$ cat src/rtl/mem_array_arbiter_if.sv
// Channel-side bus of the memory-array arbiter: per-channel commands in,
// one-hot grants and tagged read data out.
interface mem_array_arbiter_if #(
    parameter int unsigned NCHAN     = 4,
    parameter int unsigned ADDRWIDTH = 12,
    parameter int unsigned BUSWIDTH  = 16
);
    logic [NCHAN-1:0]           req;
    logic [NCHAN-1:0]           we;
    logic [NCHAN*ADDRWIDTH-1:0] addr;
    logic [NCHAN*BUSWIDTH-1:0]  wdata;
    logic [NCHAN-1:0]           gnt;
    logic [NCHAN-1:0]           rdValid;
    logic [BUSWIDTH-1:0]        rdData;

    // Memory controllers drive commands.
    modport master (
        output req, we, addr, wdata,
        input  gnt, rdValid, rdData
    );

    // The arbiter accepts commands and returns read data.
    modport slave (
        input  req, we, addr, wdata,
        output gnt, rdValid, rdData
    );
endinterface

$ cat src/rtl/mem_array_arbiter.sv
// Pipelined arbiter: grants one of NCHAN channels per cycle onto a single memory array
// and returns read data tagged with the requesting channel.
module mem_array_arbiter #(
    parameter int unsigned NCHAN      = 4,
    parameter int unsigned ADDRWIDTH  = 12,
    parameter int unsigned BUSWIDTH   = 16,
    parameter int unsigned RD_LATENCY = 1,
    parameter int unsigned ARB_MODE   = 0
) (
    input  logic                 clk,
    input  logic                 resetN,
    input  logic                 en,
    mem_array_arbiter_if.slave   chan,
    output logic [ADDRWIDTH-1:0] arrAddr,
    output logic [BUSWIDTH-1:0]  arrDataIn,
    output logic                 arrRdEn,
    output logic                 arrWrEn,
    input  logic [BUSWIDTH-1:0]  arrDataOut
);
    localparam int unsigned IDW = (NCHAN > 1) ? $clog2(NCHAN) : 1;

    logic [IDW-1:0]                ptrQ;
    logic [IDW-1:0]                ptrD;
    logic [NCHAN-1:0]              gntD;
    logic [IDW-1:0]                gntIdx;
    logic                          gntAny;
    int                            searchIdx;
    logic                          selWe;
    logic [ADDRWIDTH-1:0]          selAddr;
    logic [BUSWIDTH-1:0]           selWdata;
    logic [RD_LATENCY:0]           tagValidQ;
    logic [RD_LATENCY:0][IDW-1:0]  tagChanQ;
    logic [NCHAN-1:0]              rdValidQ;
    logic [BUSWIDTH-1:0]           rdDataQ;

    // First requester found wins; round-robin starts the search at ptrQ.
    always_comb begin
        gntD      = '0;
        gntIdx    = '0;
        gntAny    = 1'b0;
        searchIdx = 0;
        if (en) begin
            for (int i = 0; i < int'(NCHAN); i++) begin
                if (ARB_MODE == 1) begin
                    searchIdx = i;
                end else begin
                    searchIdx = (int'(ptrQ) + i) % int'(NCHAN);
                end
                if (!gntAny && chan.req[IDW'(searchIdx)]) begin
                    gntAny = 1'b1;
                    gntIdx = IDW'(searchIdx);
                end
            end
        end
        if (gntAny) begin
            gntD[gntIdx] = 1'b1;
        end
    end

    always_comb begin
        ptrD = ptrQ;
        if (ARB_MODE == 0 && gntAny) begin
            ptrD = (gntIdx == IDW'(NCHAN - 1)) ? '0 : gntIdx + 1'b1;
        end
    end

    always_comb begin
        selWe    = 1'b0;
        selAddr  = '0;
        selWdata = '0;
        for (int k = 0; k < int'(NCHAN); k++) begin
            if (gntD[k]) begin
                selWe    = chan.we[k];
                selAddr  = chan.addr[k*ADDRWIDTH +: ADDRWIDTH];
                selWdata = chan.wdata[k*BUSWIDTH +: BUSWIDTH];
            end
        end
    end

    // Grant is combinational, but must stay low while the block is held in reset.
    assign chan.gnt = gntD & {NCHAN{resetN}};

    always_ff @(posedge clk or negedge resetN) begin
        if (!resetN) begin
            ptrQ      <= '0;
            arrAddr   <= '0;
            arrDataIn <= '0;
            arrRdEn   <= 1'b0;
            arrWrEn   <= 1'b0;
        end else begin
            ptrQ    <= ptrD;
            arrRdEn <= gntAny & ~selWe;
            arrWrEn <= gntAny & selWe;
            if (gntAny) begin
                arrAddr <= selAddr;
                if (selWe) begin
                    arrDataIn <= selWdata;
                end
            end
        end
    end

    // Stage RD_LATENCY lines up with arrDataOut for the read issued RD_LATENCY cycles earlier.
    always_ff @(posedge clk or negedge resetN) begin
        if (!resetN) begin
            tagValidQ <= '0;
            tagChanQ  <= '0;
        end else begin
            tagValidQ[0] <= gntAny & ~selWe;
            tagChanQ[0]  <= gntIdx;
            for (int i = 1; i <= int'(RD_LATENCY); i++) begin
                tagValidQ[i] <= tagValidQ[i-1];
                tagChanQ[i]  <= tagChanQ[i-1];
            end
        end
    end

    always_ff @(posedge clk or negedge resetN) begin
        if (!resetN) begin
            rdValidQ <= '0;
            rdDataQ  <= '0;
        end else begin
            rdValidQ <= '0;
            if (tagValidQ[RD_LATENCY]) begin
                rdValidQ <= NCHAN'(1) << tagChanQ[RD_LATENCY];
                rdDataQ  <= arrDataOut;
            end
        end
    end

    assign chan.rdValid = rdValidQ;
    assign chan.rdData  = rdDataQ;

    gntOneHot: assert property (@(posedge clk) disable iff (!resetN) $onehot0(chan.gnt));
    strobesExclusive: assert property (@(posedge clk) disable iff (!resetN)
                                       !(arrRdEn && arrWrEn));
endmodule

$ cat src/flat_wrapper.sv
// flat-port wrapper written by rule: the top's interface ports become plain ports
module mem_array_arbiter_flat 
#(
    parameter int unsigned NCHAN      = 4,
    parameter int unsigned ADDRWIDTH  = 12,
    parameter int unsigned BUSWIDTH   = 16,
    parameter int unsigned RD_LATENCY = 1,
    parameter int unsigned ARB_MODE   = 0
)
  (clk, resetN, en, arrAddr, arrDataIn, arrRdEn, arrWrEn, arrDataOut, chan_req, chan_we, chan_addr, chan_wdata, chan_gnt, chan_rdValid, chan_rdData);
  mem_array_arbiter_if #(.NCHAN(NCHAN), .ADDRWIDTH(ADDRWIDTH), .BUSWIDTH(BUSWIDTH)) chan_i ();
  input  logic clk;
  input  logic resetN;
  input  logic en;
  output logic [ADDRWIDTH-1:0] arrAddr;
  output logic [BUSWIDTH-1:0] arrDataIn;
  output logic arrRdEn;
  output logic arrWrEn;
  input  logic [BUSWIDTH-1:0] arrDataOut;
  input wire logic [$bits(chan_i.req)-1:0] chan_req;
  input wire logic [$bits(chan_i.we)-1:0] chan_we;
  input wire logic [$bits(chan_i.addr)-1:0] chan_addr;
  input wire logic [$bits(chan_i.wdata)-1:0] chan_wdata;
  output wire logic [$bits(chan_i.gnt)-1:0] chan_gnt;
  output wire logic [$bits(chan_i.rdValid)-1:0] chan_rdValid;
  output wire logic [$bits(chan_i.rdData)-1:0] chan_rdData;
  assign chan_i.req = chan_req;
  assign chan_i.we = chan_we;
  assign chan_i.addr = chan_addr;
  assign chan_i.wdata = chan_wdata;
  assign chan_gnt = chan_i.gnt;
  assign chan_rdValid = chan_i.rdValid;
  assign chan_rdData = chan_i.rdData;
  mem_array_arbiter #(.NCHAN(NCHAN), .ADDRWIDTH(ADDRWIDTH), .BUSWIDTH(BUSWIDTH), .RD_LATENCY(RD_LATENCY), .ARB_MODE(ARB_MODE)) u_core (.clk(clk), .resetN(resetN), .en(en), .chan(chan_i), .arrAddr(arrAddr), .arrDataIn(arrDataIn), .arrRdEn(arrRdEn), .arrWrEn(arrWrEn), .arrDataOut(arrDataOut));
endmodule
$ cat config.mk
export PLATFORM = sky130hd
export DESIGN_NAME = mem_array_arbiter_flat
export DESIGN_NICKNAME = d
export VERILOG_FILES = /design/src/rtl/mem_array_arbiter_if.sv /design/src/rtl/mem_array_arbiter.sv /design/src/flat_wrapper.sv
export SDC_FILE = /design/constraint.sdc
export NUM_CORES = 1
export LEC_CHECK = 0
export ABC_AREA = 1
export CORE_MARGIN = 2
export CORE_UTILIZATION = 41
export CTS_CLUSTER_DIAMETER = 200
export DETAILED_ROUTE_END_ITERATION = 10
export GPL_ROUTABILITY_DRIVEN = 0
export GPL_TIMING_DRIVEN = 0
export PLACE_DENSITY_LB_ADDON = 0.3
export SLEW_MARGIN = 20
export SYNTH_ARGS = -nofsm -noshare
export SYNTH_HDL_FRONTEND = slang
export SYNTH_SLANG_ARGS = --single-unit
$ cat constraint.sdc
create_clock -name clk -period 5.77 [get_ports clk]
set_input_delay 1.4425 -clock clk [delete_from_list [all_inputs] [get_ports clk]]
set_output_delay 1.4425 -clock clk [all_outputs]
set_load 0.03 [all_outputs]
==> flow_metrics.py <==
metrics = {
    "status": {
        "status": "completed",
    },
    "timing": {
        "min_period_over_period_pct": 95.3,
        "slew_headroom_pct": 51.5,
        "finalHoldViolCount": 0,
        "rsz0062_at_grt": "no",
        "setup_tns_ps": 0,
        "setup_slack_ps": 273,
        "clock_skew_ps": 14.8,
        "max_freq_ghz": 0.182,
        "slew_viol_final": 0,
        "worstMarginPinSlew_ps": 727,
        "fin_crit_ps": 5500,
        "setup_violations": 0,
    },
    "logic_synthesis": {
        "synth_area_sq_mm": 0.00383,
        "yosysUniqueCellTypes": 28,
        "syn-num-nets": 702,
        "netlist_instances": 559,
        "ys_seq_area_share_pct": 37.3,
        "synthTopCellsByArea": "dfrtp_1 37%, nand2_1 17%, nand4_1 8.3%",
        "synth_top_area_share_pct": 37.3,
        "yosysWarnings": 0,
        "syn_area_per_cell_sq_um": 6.84,
        "synth_seq_cells": 57,
        "synth_top_area_cell": "dfrtp_1",
    },
    "global_routing": {
        "grt_max_degree": 59,
        "antenna_found_initial": 0,
        "grt_pass1_vias": 4525,
        "grt_pass1_wl_microns": 21000,
        "grt.total_usage_pct": 26.2,
        "top_usage_layer": "met2",
        "grt_use_met3_pct": 5.34,
        "use_met1_pct": 31.9,
        "use_met2_pct": 45.7,
        "overflow": 0,
    },
    "setup_path": {
        "slowest_delay_ps": 500,
        "worstPathArrival_ps": 4050,
        "cp_slowest_cell": "clkdlybuf4s50_1",
        "worst_r2r_startpoint": "u_core.ptrQ[0]",
        "path_cells": "clkdlybuf4s50_1, nand2_1, nand2_1, nand2_1, and2_4, nand3_4, nand2_8, nor2_2, ha_1, nand3_4, nor2_1, dlygate4sd2_1",
        "critPathLaunchType": "input port",
        "critPathCaptureType": "output pin",
        "crit_type": "input port to output pin",
        "timing.critical_path.mode_cell": "nand2_1",
        "cp.required_ps": 4330,
        "critPathMaxFanout": 19,
        "crit_start": "chan_req[1]",
    },
    "finish": {
        "final_layout_size_suffix_gt1_share_pct": 8.52,
        "fillers": 798,
        "finish.utilization_pct": 66.5,
        "layout_commonest_cell": "clkdlybuf4s50_1",
        "instances_no_fill": 874,
        "nNetsFinal": 901,
        "final_cell_mix": "186 x clkdlybuf4s50_1, 176 x nand2_1, 57 x dfrtp_1",
        "antennaDiodeCount": 0,
        "area_growth_pct": 59.1,
        "ff_latch_area_sq_mm": 0.00143,
        "multi_input_area_sq_mm": 0.00200,
    },
    "placement": {
        "hpwl_microns": 10300,
        "port_buffers": 191,
        "preCtsSetupSlack_ps": -617,
        "placed_cells": 861,
    },
    "power_and_ir_drop": {
        "power_uw": 3220,
        "vdd_drop_max_mv": 0.233,
        "p_leak_uw": 0.00295,
        "pwr_density_cell_mw_per_mm2": 529,
    },
    "run": {
        "maxCapViolCount": 0,
    },
    "clock_tree": {
        "postCtsHoldBufs": 0,
        "postCtsSetupRepairBufs": 0,
        "clock_latency_ps": 340,
        "clock-sinks": 57,
        "cts_tree": "done",
        "htreeDepth": 3,
        "numCtsBuffers": 9,
        "clockRootBuffer": "clkbuf_8",
        "clkTransAtPathRegs_ps": 60,
        "clockBufferDepth": 2,
    },
    "drt": {
        "antenna_left": 0,
        "drt_iter0_drc": 206,
        "wl_per_cell_microns": 15.0,
        "wirelength_microns": 13100,
        "detail_route.vias_per_cell": 5.22,
        "firstDrtPassIters": 5,
        "route.vias.total": 4559,
        "drc": 0,
    },
    "floorplan": {
        "initial_core_util_pct": 41.8,
        "die_h_microns": 101,
        "core_sq_mm": 0.00915,
        "die-area_sq_mm": 0.0101,
        "ios": 193,
        "rows": 35,
        "die_x_microns": 101,
    },
    "min_path": {
        "worstHoldStart": "u_core.tagChanQ[1]",
        "worstHoldPathType": "register to register",
    },
}
## what timing repair did
| action | in CTS | in global routing |
|---|---|---|
| endpoints found under the hold margin | 0 | 0 |
| endpoints found under the setup margin | 4 | 4 |
| gates resized for setup | 9 | 7 |
## sequential cells by signal (all words and copies together), names as in the netlist
signal / cells
u_core.tagValidQ: 2
u_core.tagChanQ: 4
u_core.chan.rdValid: 4
u_core.ptrQ: 2
u_core.arrWrEn: 1
u_core.chan.rdData: 16
u_core.arrAddr: 12
u_core.arrDataIn: 16
## cell usage after synthesis
cell / instances
nand2_1: 176
dfrtp_1: 57
nand3_1: 54
nor2_1: 54
nand4_1: 51
inv_1: 46
a21oi_1: 31
clkbuf_1: 15
buf_2: 12
o22ai_1: 12
buf_1: 6
nor3_1: 6
buf_4: 5
buf_6: 5
ha_1: 4
nand2_2: 4
nand2_4: 4
o21ai_0: 3
inv_2: 2
inv_4: 2
nand3_2: 2
nand3_4: 2
a221oi_1: 1
and2_4: 1
nand2_8: 1
nor2_8: 1
o21ai_1: 1
xor2_1: 1
## critical path, delay by kind of cell
| kind | cells | cell delay [ps] |
|---|---|---|
| simple gates | 9 | 1370 |
| buf+inv | 2 | 910 |
| fa+ha+maj | 1 | 320 |
## cell families (layout without fill, tap and decap cells)
kind of cell,Yosys count,after routing,synth area share (%)
and+or+nand+nor,356,356,43.3
buffers and inverters,93,297,11.1
DFF,57,57,37.3
AOI/OAI and AO/OA,48,48,6.77
adders and majority gates,4,4,1.31
xor gates and xnor gates,1,1,0.229
## final cells by class
type                       instances  share of cell area (%)
clock inverter                     6                    1.36
inverter                          50                    3.16
buffer                            40                    3.68
tap                              111                    2.28
timing repair buffer             191                    31.2
multi-input combinational        409                    32.8
sequential                        57                    23.4
clock buffer                      10                    2.10
## metrics by stage
stage	hold slack (ps)	cell area, sq um
2_1_floorplan	331	3830
6_report	347	6090
3_3_place_gp	335	5880
3_5_place_dp	337	5870
4_1_cts	352	6090
5_1_grt	359	6090
## routing by layer
layer | share of wire (%) | up-vias
li1 | - | 2227
met1 | 40 | 2085
met2 | 50 | 214
met3 | 7.6 | 33
met4 | 2.3 | 0
met5 | 0 | -
## worst paths after layout
check,endpoint,slack [ps],depth (start not counted)
max in group asynchronous,u_core.arrAddr[0],4130,1
worst max register to register,u_core.arrDataIn[11],2420,19
min in group asynchronous,u_core.chan.rdValid[3],1170,1
worst min-delay path,u_core.tagChanQ[3],350,0
worst max-delay path,chan_gnt[3],270,12
worst min register to register,u_core.tagChanQ[3],350,0
## where the power goes
part,internal (uW),switching (uW),total [uW],leakage [uW]
Clock,241,164,405,0.000106
Sequential,568,83.4,652,0.000721
Combinational,807,1360,2160,0.00213
(Power assumes the default switching activity.)
